File: config.mk
export PLATFORM = sky130hd
export DESIGN_NAME = fetch_unit
export DESIGN_NICKNAME = d
export VERILOG_FILES = /design/src/rtl/fetch_unit.sv
export SDC_FILE = /design/constraint.sdc
export NUM_CORES = 1
export LEC_CHECK = 0
export ABC_AREA = 0
export BUFFER_PORTS_ARGS = -buffer_cell sky130_fd_sc_hd__buf_2
export CORE_ASPECT_RATIO = 0.8
export CORE_MARGIN = 1
export CORE_UTILIZATION = 25
export DETAILED_ROUTE_END_ITERATION = 16
export SLEW_MARGIN = 40
export SYNTH_ARGS = -nofsm -noshare
export SYNTH_HDL_FRONTEND = slang
export SYNTH_SLANG_ARGS = --single-unit
export TNS_END_PERCENT = 1
File: constraint.sdc
create_clock -name clk -period 5.37 [get_ports clk]
set_input_delay 0.2685 -clock clk [delete_from_list [all_inputs] [get_ports clk]]
set_output_delay 0.2685 -clock clk [all_outputs]
set_load 0.005 [all_outputs]
File: src/rtl/fetch_unit.sv
// Instruction fetch stage: owns the PC, issues word requests to instruction memory,
// buffers in-order responses in a small queue and hands {inst, pc} to the decoder.
module fetch_unit #(
    parameter logic [31:0] RESET_PC = 32'h0000_0000,
    parameter int          DEPTH    = 4
) (
    input  logic        clk,
    input  logic        rst_n,
    output logic        imem_req,
    output logic [31:0] imem_addr,
    input  logic        imem_gnt,
    input  logic        imem_rvalid,
    input  logic [31:0] imem_rdata,
    input  logic        redirect_en,
    input  logic [31:0] redirect_pc,
    output logic        inst_valid,
    input  logic        inst_ready,
    output logic [31:0] inst,
    output logic [31:0] inst_pc
);
    localparam int PW = $clog2(DEPTH);
    localparam int CW = PW + 1;
    localparam logic [CW:0] LP_DEPTH = (CW+1)'(DEPTH);

    logic [31:0]   r_pc;
    logic [31:0]   r_q_inst [DEPTH];
    logic [31:0]   r_q_pc   [DEPTH];
    logic [31:0]   r_tag    [DEPTH];
    logic [PW-1:0] r_rd_ptr;
    logic [PW-1:0] r_wr_ptr;
    logic [PW-1:0] r_tag_rd;
    logic [PW-1:0] r_tag_wr;
    logic [CW-1:0] r_count;
    logic [CW-1:0] r_out;
    logic [CW-1:0] r_drop;

    logic [CW:0]   w_inflight;
    logic [31:0]   w_tgt;
    logic          w_gnt;
    logic          w_rsp;
    logic          w_push;
    logic          w_pop;
    logic [CW-1:0] w_out_nxt;

    // Buffered plus outstanding never exceeds DEPTH, so a response always has a slot.
    assign w_inflight = {1'b0, r_count} + {1'b0, r_out};
    assign imem_req   = rst_n & (w_inflight < LP_DEPTH);
    assign imem_addr  = r_pc;
    assign w_tgt      = redirect_pc & ~32'h0000_0003;

    assign w_gnt     = imem_req & imem_gnt;
    assign w_rsp     = imem_rvalid & (r_out != '0);
    assign w_push    = w_rsp & (r_drop == '0) & ~redirect_en;
    assign w_pop     = inst_valid & inst_ready;
    assign w_out_nxt = r_out + CW'(w_gnt) - CW'(w_rsp);

    assign inst_valid = (r_count != '0);
    assign inst       = inst_valid ? r_q_inst[r_rd_ptr] : '0;
    assign inst_pc    = inst_valid ? r_q_pc[r_rd_ptr]   : '0;

    always_ff @(posedge clk or negedge rst_n) begin
        if (!rst_n) begin
            r_pc     <= RESET_PC;
            r_rd_ptr <= '0;
            r_wr_ptr <= '0;
            r_tag_rd <= '0;
            r_tag_wr <= '0;
            r_count  <= '0;
            r_out    <= '0;
            r_drop   <= '0;
        end else begin
            r_out <= w_out_nxt;
            if (w_gnt) r_tag_wr <= r_tag_wr + PW'(1);
            if (w_rsp) r_tag_rd <= r_tag_rd + PW'(1);
            if (redirect_en) begin
                // Every request still owed by memory after this edge is wrong-path.
                r_pc     <= w_tgt;
                r_rd_ptr <= '0;
                r_wr_ptr <= '0;
                r_count  <= '0;
                r_drop   <= w_out_nxt;
            end else begin
                if (w_gnt)  r_pc     <= r_pc + 32'd4;
                if (w_push) r_wr_ptr <= r_wr_ptr + PW'(1);
                if (w_pop)  r_rd_ptr <= r_rd_ptr + PW'(1);
                r_count <= r_count + CW'(w_push) - CW'(w_pop);
                if (w_rsp && (r_drop != '0)) r_drop <= r_drop - CW'(1);
            end
        end
    end

    always_ff @(posedge clk) begin
        if (w_gnt) r_tag[r_tag_wr] <= r_pc;
        if (w_push) begin
            r_q_inst[r_wr_ptr] <= imem_rdata;
            r_q_pc[r_wr_ptr]   <= r_tag[r_tag_rd];
        end
    end
endmodule
== Word level (Yosys, flattened, before mapping) ==
Memory sizes are Yosys's and may differ from the RTL's.
Cells that the tools add are included.

* Memory bits (writable): 384
* Logic and storage cells: 54
* Bits in registers: 49
* Memories: 3

{| class="wikitable"
|+ Memory list
! name !! depth !! width !! rd ports !! clocked after Yosys merged registers in !! wr ports !! RTL line !! text
|-
| r_q_inst || 4 || 32 || 1 || 0 || 1 || 26 || <nowiki>logic [31:0] r_q_inst [DEPTH];</nowiki>
|-
| r_q_pc || 4 || 32 || 1 || 0 || 1 || 27 || <nowiki>logic [31:0] r_q_pc [DEPTH];</nowiki>
|-
| r_tag || 4 || 32 || 1 || 0 || 1 || 28 || <nowiki>logic [31:0] r_tag [DEPTH];</nowiki>
|}

* Add/sub/neg operators: 11
* Multiplexer cells: 15
* Reduce and logical (&&, ||, !) cells: 9
* Bitwise logic cells: 7
* Magnitude comparators: 1

{| class="wikitable"
|+ Operator list
! operator !! number
|-
| $mux W32 || 4
|-
| $add A32 B3 Y32 const B || 1
|-
| $mux W3 || 3
|-
| $reduce_bool A3 Y1 || 3
|-
| $add A2 B1 Y2 const B || 4
|-
| $mux W2 || 4
|-
| $reduce_bool A2 Y1 || 4
|-
| $add A3 B1 Y3 || 2
|-
| $and A1 B1 Y1 || 6
|-
| $sub A3 B1 Y3 || 2
|-
| $add A3 B3 Y4 || 1
|-
| $lt A4 B3 Y1 const B || 1
|-
| $mux W1 || 4
|-
| $logic_not A3 Y1 || 1
|-
| $sub A3 B1 Y3 const B || 1
|-
| $logic_and A1 B1 Y1 || 1
|-
| $not A1 Y1 || 1
|}

== Depth between registers and ports, before layout ==
* Depth after elaboration: 7
* Depth in mapped cells: 13

== Worst setup path after synthesis ==
No wires, ideal clock.

* Kind: flip-flop to flip-flop
* Start point: register r_drop[0]
* End point: memory r_q_inst[0][0], enable pin
* Setup time: 0.427 ns
* Path buffers: 0
* Slack: 2.186 ns
* Clock period less this slack: 3.184 ns
* Stages on the path, launching flop included: 7
* Arrival time: 2.758 ns
* Cell sequence: dfrtp_1 -> inv_1 -> ha_1 -> inv_1 -> nor3b_1 -> nor2b_1 -> and2_1

* Cells in the longest elaborated chain, start to end: 5

{| class="wikitable"
|+ Ends and longest elaborated chain
! item !! RTL line !! text
|-
| start, declared || 35 || <nowiki>logic [CW-1:0] r_drop;</nowiki>
|-
| start signal, assigned || 81 || <nowiki>r_drop <= w_out_nxt;</nowiki>
|-
| start signal, assigned || 87 || <nowiki>if (w_rsp && (r_drop != '0)) r_drop <= r_drop - CW'(1);</nowiki>
|-
| $logic_not A3 Y1 || 53 || <nowiki>assign w_push = w_rsp & (r_drop == '0) & ~redirect_en;</nowiki>
|-
| $and A1 B1 Y1 (2 in series) || 53 ||
|-
| $mux W1 || 94 || <nowiki>if (w_push) begin</nowiki>
|-
| $mux W1 (implied by the code) || 95 || <nowiki>r_q_inst[r_wr_ptr] <= imem_rdata;</nowiki>
|-
| end, declared || 26 ||
|}

Every way passes these cells.

== Worst setup path after layout ==
* Start point: register r_out[2]
* End point: register r_drop[2]

* Cells in the longest elaborated chain, start to end: 7
* Elaborated cells on any way between the ends: 11
* Classes of those cells: add/sub (3); order compare (1); mux (1); bitwise (3); reduce/logical (3)

{| class="wikitable"
|+ Ends and longest elaborated chain
! item !! RTL line !! text
|-
| start, declared || 34 || <nowiki>logic [CW-1:0] r_out;</nowiki>
|-
| start signal, assigned || 72 || <nowiki>r_out <= w_out_nxt;</nowiki>
|-
| $add A3 B3 Y4 || 46 || <nowiki>assign w_inflight = {1'b0, r_count} + {1'b0, r_out};</nowiki>
|-
| $lt A4 B3 Y1 || 47 || <nowiki>assign imem_req = rst_n & (w_inflight < LP_DEPTH);</nowiki>
|-
| $and A1 B1 Y1 || 47 ||
|-
| $and A1 B1 Y1 || 51 || <nowiki>assign w_gnt = imem_req & imem_gnt;</nowiki>
|-
| $add A3 B1 Y3 || 55 || <nowiki>assign w_out_nxt = r_out + CW'(w_gnt) - CW'(w_rsp);</nowiki>
|-
| $sub A3 B1 Y3 * || 55 ||
|-
| net w_out_nxt[2] || 43 || <nowiki>logic [CW-1:0] w_out_nxt;</nowiki>
|-
| $mux W3 * || 75 || <nowiki>if (redirect_en) begin</nowiki>
|}

Mark *: on every way through the listed nets, which the timed path passes. The rest lies on a longest branch.
A chain may end at the register's enable or synchronous reset.

==> run_results.csv <==
group,metric,value,unit
clock_network,clockBufferDepth,3,
sta,period_share,60.6,%
status,outcome,"complete, no violations",
finish,register_area,0.0122,mm²
critical_path,cp_slowest_cell,"dfrtp_1",
floorplan,die_area,0.0670,mm²
grt,grt_overflow,0,
sta,fin_skew,16.5,ps
detailed_routing,via_per_inst,4.29,
pwr,leakagePower,6.94,nW
detailed_routing,vias,8561,
finish,nets,1200,
critical_path,reg2reg_slack,2110,ps
place,dp_slack,2090,ps
floorplan,start_util,25.5,%
logic_synthesis,syn_inst,863,
sta,fmax,307,MHz
grt,grt_max_degree,81,
critical_path,crit_chain,"ha_1, nor4b_4, nand2_1, clkinv_1, nand2_1, ha_1, inv_1, ha_1, fa_1, xnor2_1, xnor2_1, nand2_1, o21ai_0",
logic_synthesis,synth_area_per_cell,19.1,µm²
grt,gr-usage-met1,15.2,%
sta,hold_slack,184,ps
place,gp_congestion,0.741,
detailed_routing,ant_nets,0,
logic_synthesis,netlist_area,0.0165,mm²
critical_path,critPathTopFamily,"adder cells",
sta,fin_ws,2110,ps
logic_synthesis,synth_ff_type,"edfxtp_1",
logic_synthesis,synth_top_area_share,67.0,%
sta,period_needed,3260,ps
sta,hold_viol,0,
floorplan,io_pins,168,
logic_synthesis,synth_edf_count,368,
logic_synthesis,synth-seq-area-share,74.1,%
detailed_routing,drt_pass1_iterations,4,
sta,relSlewSlack,50.5,%
logic_synthesis,synth_area_leaders,"edfxtp_1 (67%), mux4_2 (13%), dfrtp_1 (7.1%)",
logic_synthesis,synthDistinctLibCells,44,
sta,final.setup.tns,0,ps
grt,grt_pass1_vias,9006,
grt,use_met2,18.3,%
critical_path,worstSetupEndpointType,"register",
critical_path,arrival,3730,ps
detailed_routing,drt_iter0_markers,550,
pwr,ir_drop,238,µV
sta,finalSetupViolCount,0,
floorplan,core,0.0647,mm²
detailed_routing,wl,37500,µm
grt,grt_pass1_wl,56000,µm
grt,top_usage_layer,"met2",
critical_path,path_class,"reg -> reg",
floorplan,rows,83,
finish,fillers,6276,
critical_path,cp_max_fo,10,
clock_network,cts_tree,"done",
logic_synthesis,yosys.area.top_type,"edfxtp_1",
critical_path,startpoint_type,"register",
logic_synthesis,synth_warnings,0,
clock_network,clock-root-buffer,"clkbuf_16",
detailed_routing,wl_per_cell,18.8,µm
clock_network,cts.sinks,415,
clock_network,hold_buffers,63,
clock_network,htree_levels,2,
finish,areaGrowthSynthToFinish,23.5,%
place,dpl.hpwl,22800,µm
clock_network,cts_resized,0,
run,cap_violations,0,
sta,maxSlewViolCount,0,
clock_network,cts.clk_slew.worst_paths,60,ps
logic_synthesis,ys_ff_latch,415,
logic_synthesis,synth_async_sr_flop_share,11.3,%
detailed_routing,route.detailed.drc,0,
finish,final_util,31.5,%
floorplan,die-height,232,µm
finish,drive_above_1_share,30.4,%
grt,use_met3,2.39,%
worst_hold_path,hold_class,"in -> reg",
sta,worstMarginPinSlew,742,ps
grt,grt.total_usage,11.3,%
grt,antenna_found_initial,1,
clock_network,clock_latency,560,ps
critical_path,worstPathRequired,5840,ps
clock_network,post-cts-setup-buffers,0,
place,port_buffers,161,
critical_path,cpPeakStageDelay,420,ps
clock_network,cts_buffers,43,
finish,multi_input_area,0.00403,mm²
critical_path,crit_buf_inv,2,
pwr,power_density,451,mW/mm²
floorplan,die_w,289,µm
sta,rsz0062_at_grt,"false",
-- final cells by class --
cell class	count	share of cell area, %
antenna	1	0.0123
clock buffer	57	5.68
clock inverter	20	0.921
inverter	21	0.387
multi-input combinational	388	19.8
sequential	415	60.0
tap	850	5.22
timing repair buffer	242	7.96
-- Yosys cell counts (5+ instances only) --
cell        n
xnor2_1    26
nand2_1    45
nor2_1     14
dfrtp_1    47
buf_2       9
o21ai_0    23
clkbuf_1   25
nand3_1    17
mux2i_1     5
mux4_2     92
ha_1       17
and3_1      9
inv_1      20
xor2_1      9
and2_1     67
nor3_1      9
nor4_1      8
o21ai_1     8
edfxtp_1  368
-- path summary, 6_finish.rpt --
kind / start / endpoint / cells past startpoint
worst max-delay path: r_out[2]$_DFF_PN0_ / r_drop[2]$_DFFE_PN0P_ / 13
worst min-delay path: imem_gnt / imem_addr[4]$_DFFE_PN0N_ / 4
worst max register to register: r_out[2]$_DFF_PN0_ / r_drop[2]$_DFFE_PN0P_ / 13
worst min register to register: r_tag_wr[0]$_DFFE_PN0P_ / r_tag_wr[0]$_DFFE_PN0P_ / 1
max in group asynchronous: rst_n / r_rd_ptr[0]$_DFFE_PN0P_ / 3
min in group asynchronous: rst_n / imem_addr[3]$_DFFE_PN0N_ / 3
-- registers in the layout (all words and copies together), names as in the netlist --
| name | count |
|---|---|
| r_q_inst | 128 |
| r_q_pc | 120 |
| r_tag | 120 |
| imem_addr | 30 |
| r_count | 3 |
| r_drop | 3 |
| r_out | 3 |
| r_rd_ptr | 2 |
| r_tag_rd | 2 |
| r_tag_wr | 2 |
| r_wr_ptr | 2 |
-- worst register-to-register path, cell delays in order (launching register included) --
cell	delay [ps]
dfrtp_1	420
ha_1	320
nor4b_4	410
nand2_1	150
clkinv_1	200
nand2_1	220
ha_1	340
inv_1	40
ha_1	180
fa_1	380
xnor2_1	190
xnor2_1	160
nand2_1	70
o21ai_0	100
-- logic make-up after synthesis --
| family | after synthesis | synth area share, % |
|---|---|---|
| flops | 415 | 74.1 |
| simple gates | 193 | 6.64 |
| mux | 98 | 12.9 |
| buf+inv | 63 | 1.59 |
| compound gates | 39 | 1.32 |
| xor+xnor | 35 | 1.86 |
| fa+ha+maj | 19 | 1.53 |
| other cells | 1 | 0.0227 |
-- power breakdown --
group          total [W]  switching, W  leakage (nW)  internal [W]
combinational    0.00212       0.00108          2.40       0.00105
sequential       0.00418      0.000259          3.89       0.00393
clock            0.00288       0.00122         0.654       0.00167
-- layer usage --
metal	routed length, µm	share of wire [%]
met4	775	2.1
met1	17200	46
met2	17600	47
met3	1980	5.3
met5	0	0
-- cell usage in the layout, fill, tap and decap left out, types with 17 or more instances in the layout --
master	n
xnor2_1	26
dlygate4sd3_1	63
edfxtp_1	368
o21ai_0	23
mux4_2	92
nand3_1	17
buf_2	161
inv_1	20
nand2_1	45
dfrtp_1	43
and2_1	63
ha_1	17
clkbuf_16	43
-- metrics by stage --
stage / power [W] / instance area (µm²) / cells
after floorplan: 0.00553 / 16500 / 866
after global placement: 0.00635 / 18300 / 1849
after detailed placement: 0.00643 / 18300 / 1850
after CTS: 0.00939 / 20300 / 1990
after global routing: 0.00971 / 20400 / 1993
final: 0.00919 / 20400 / 1994
Note: power is estimated with default switching activity, not from simulation.
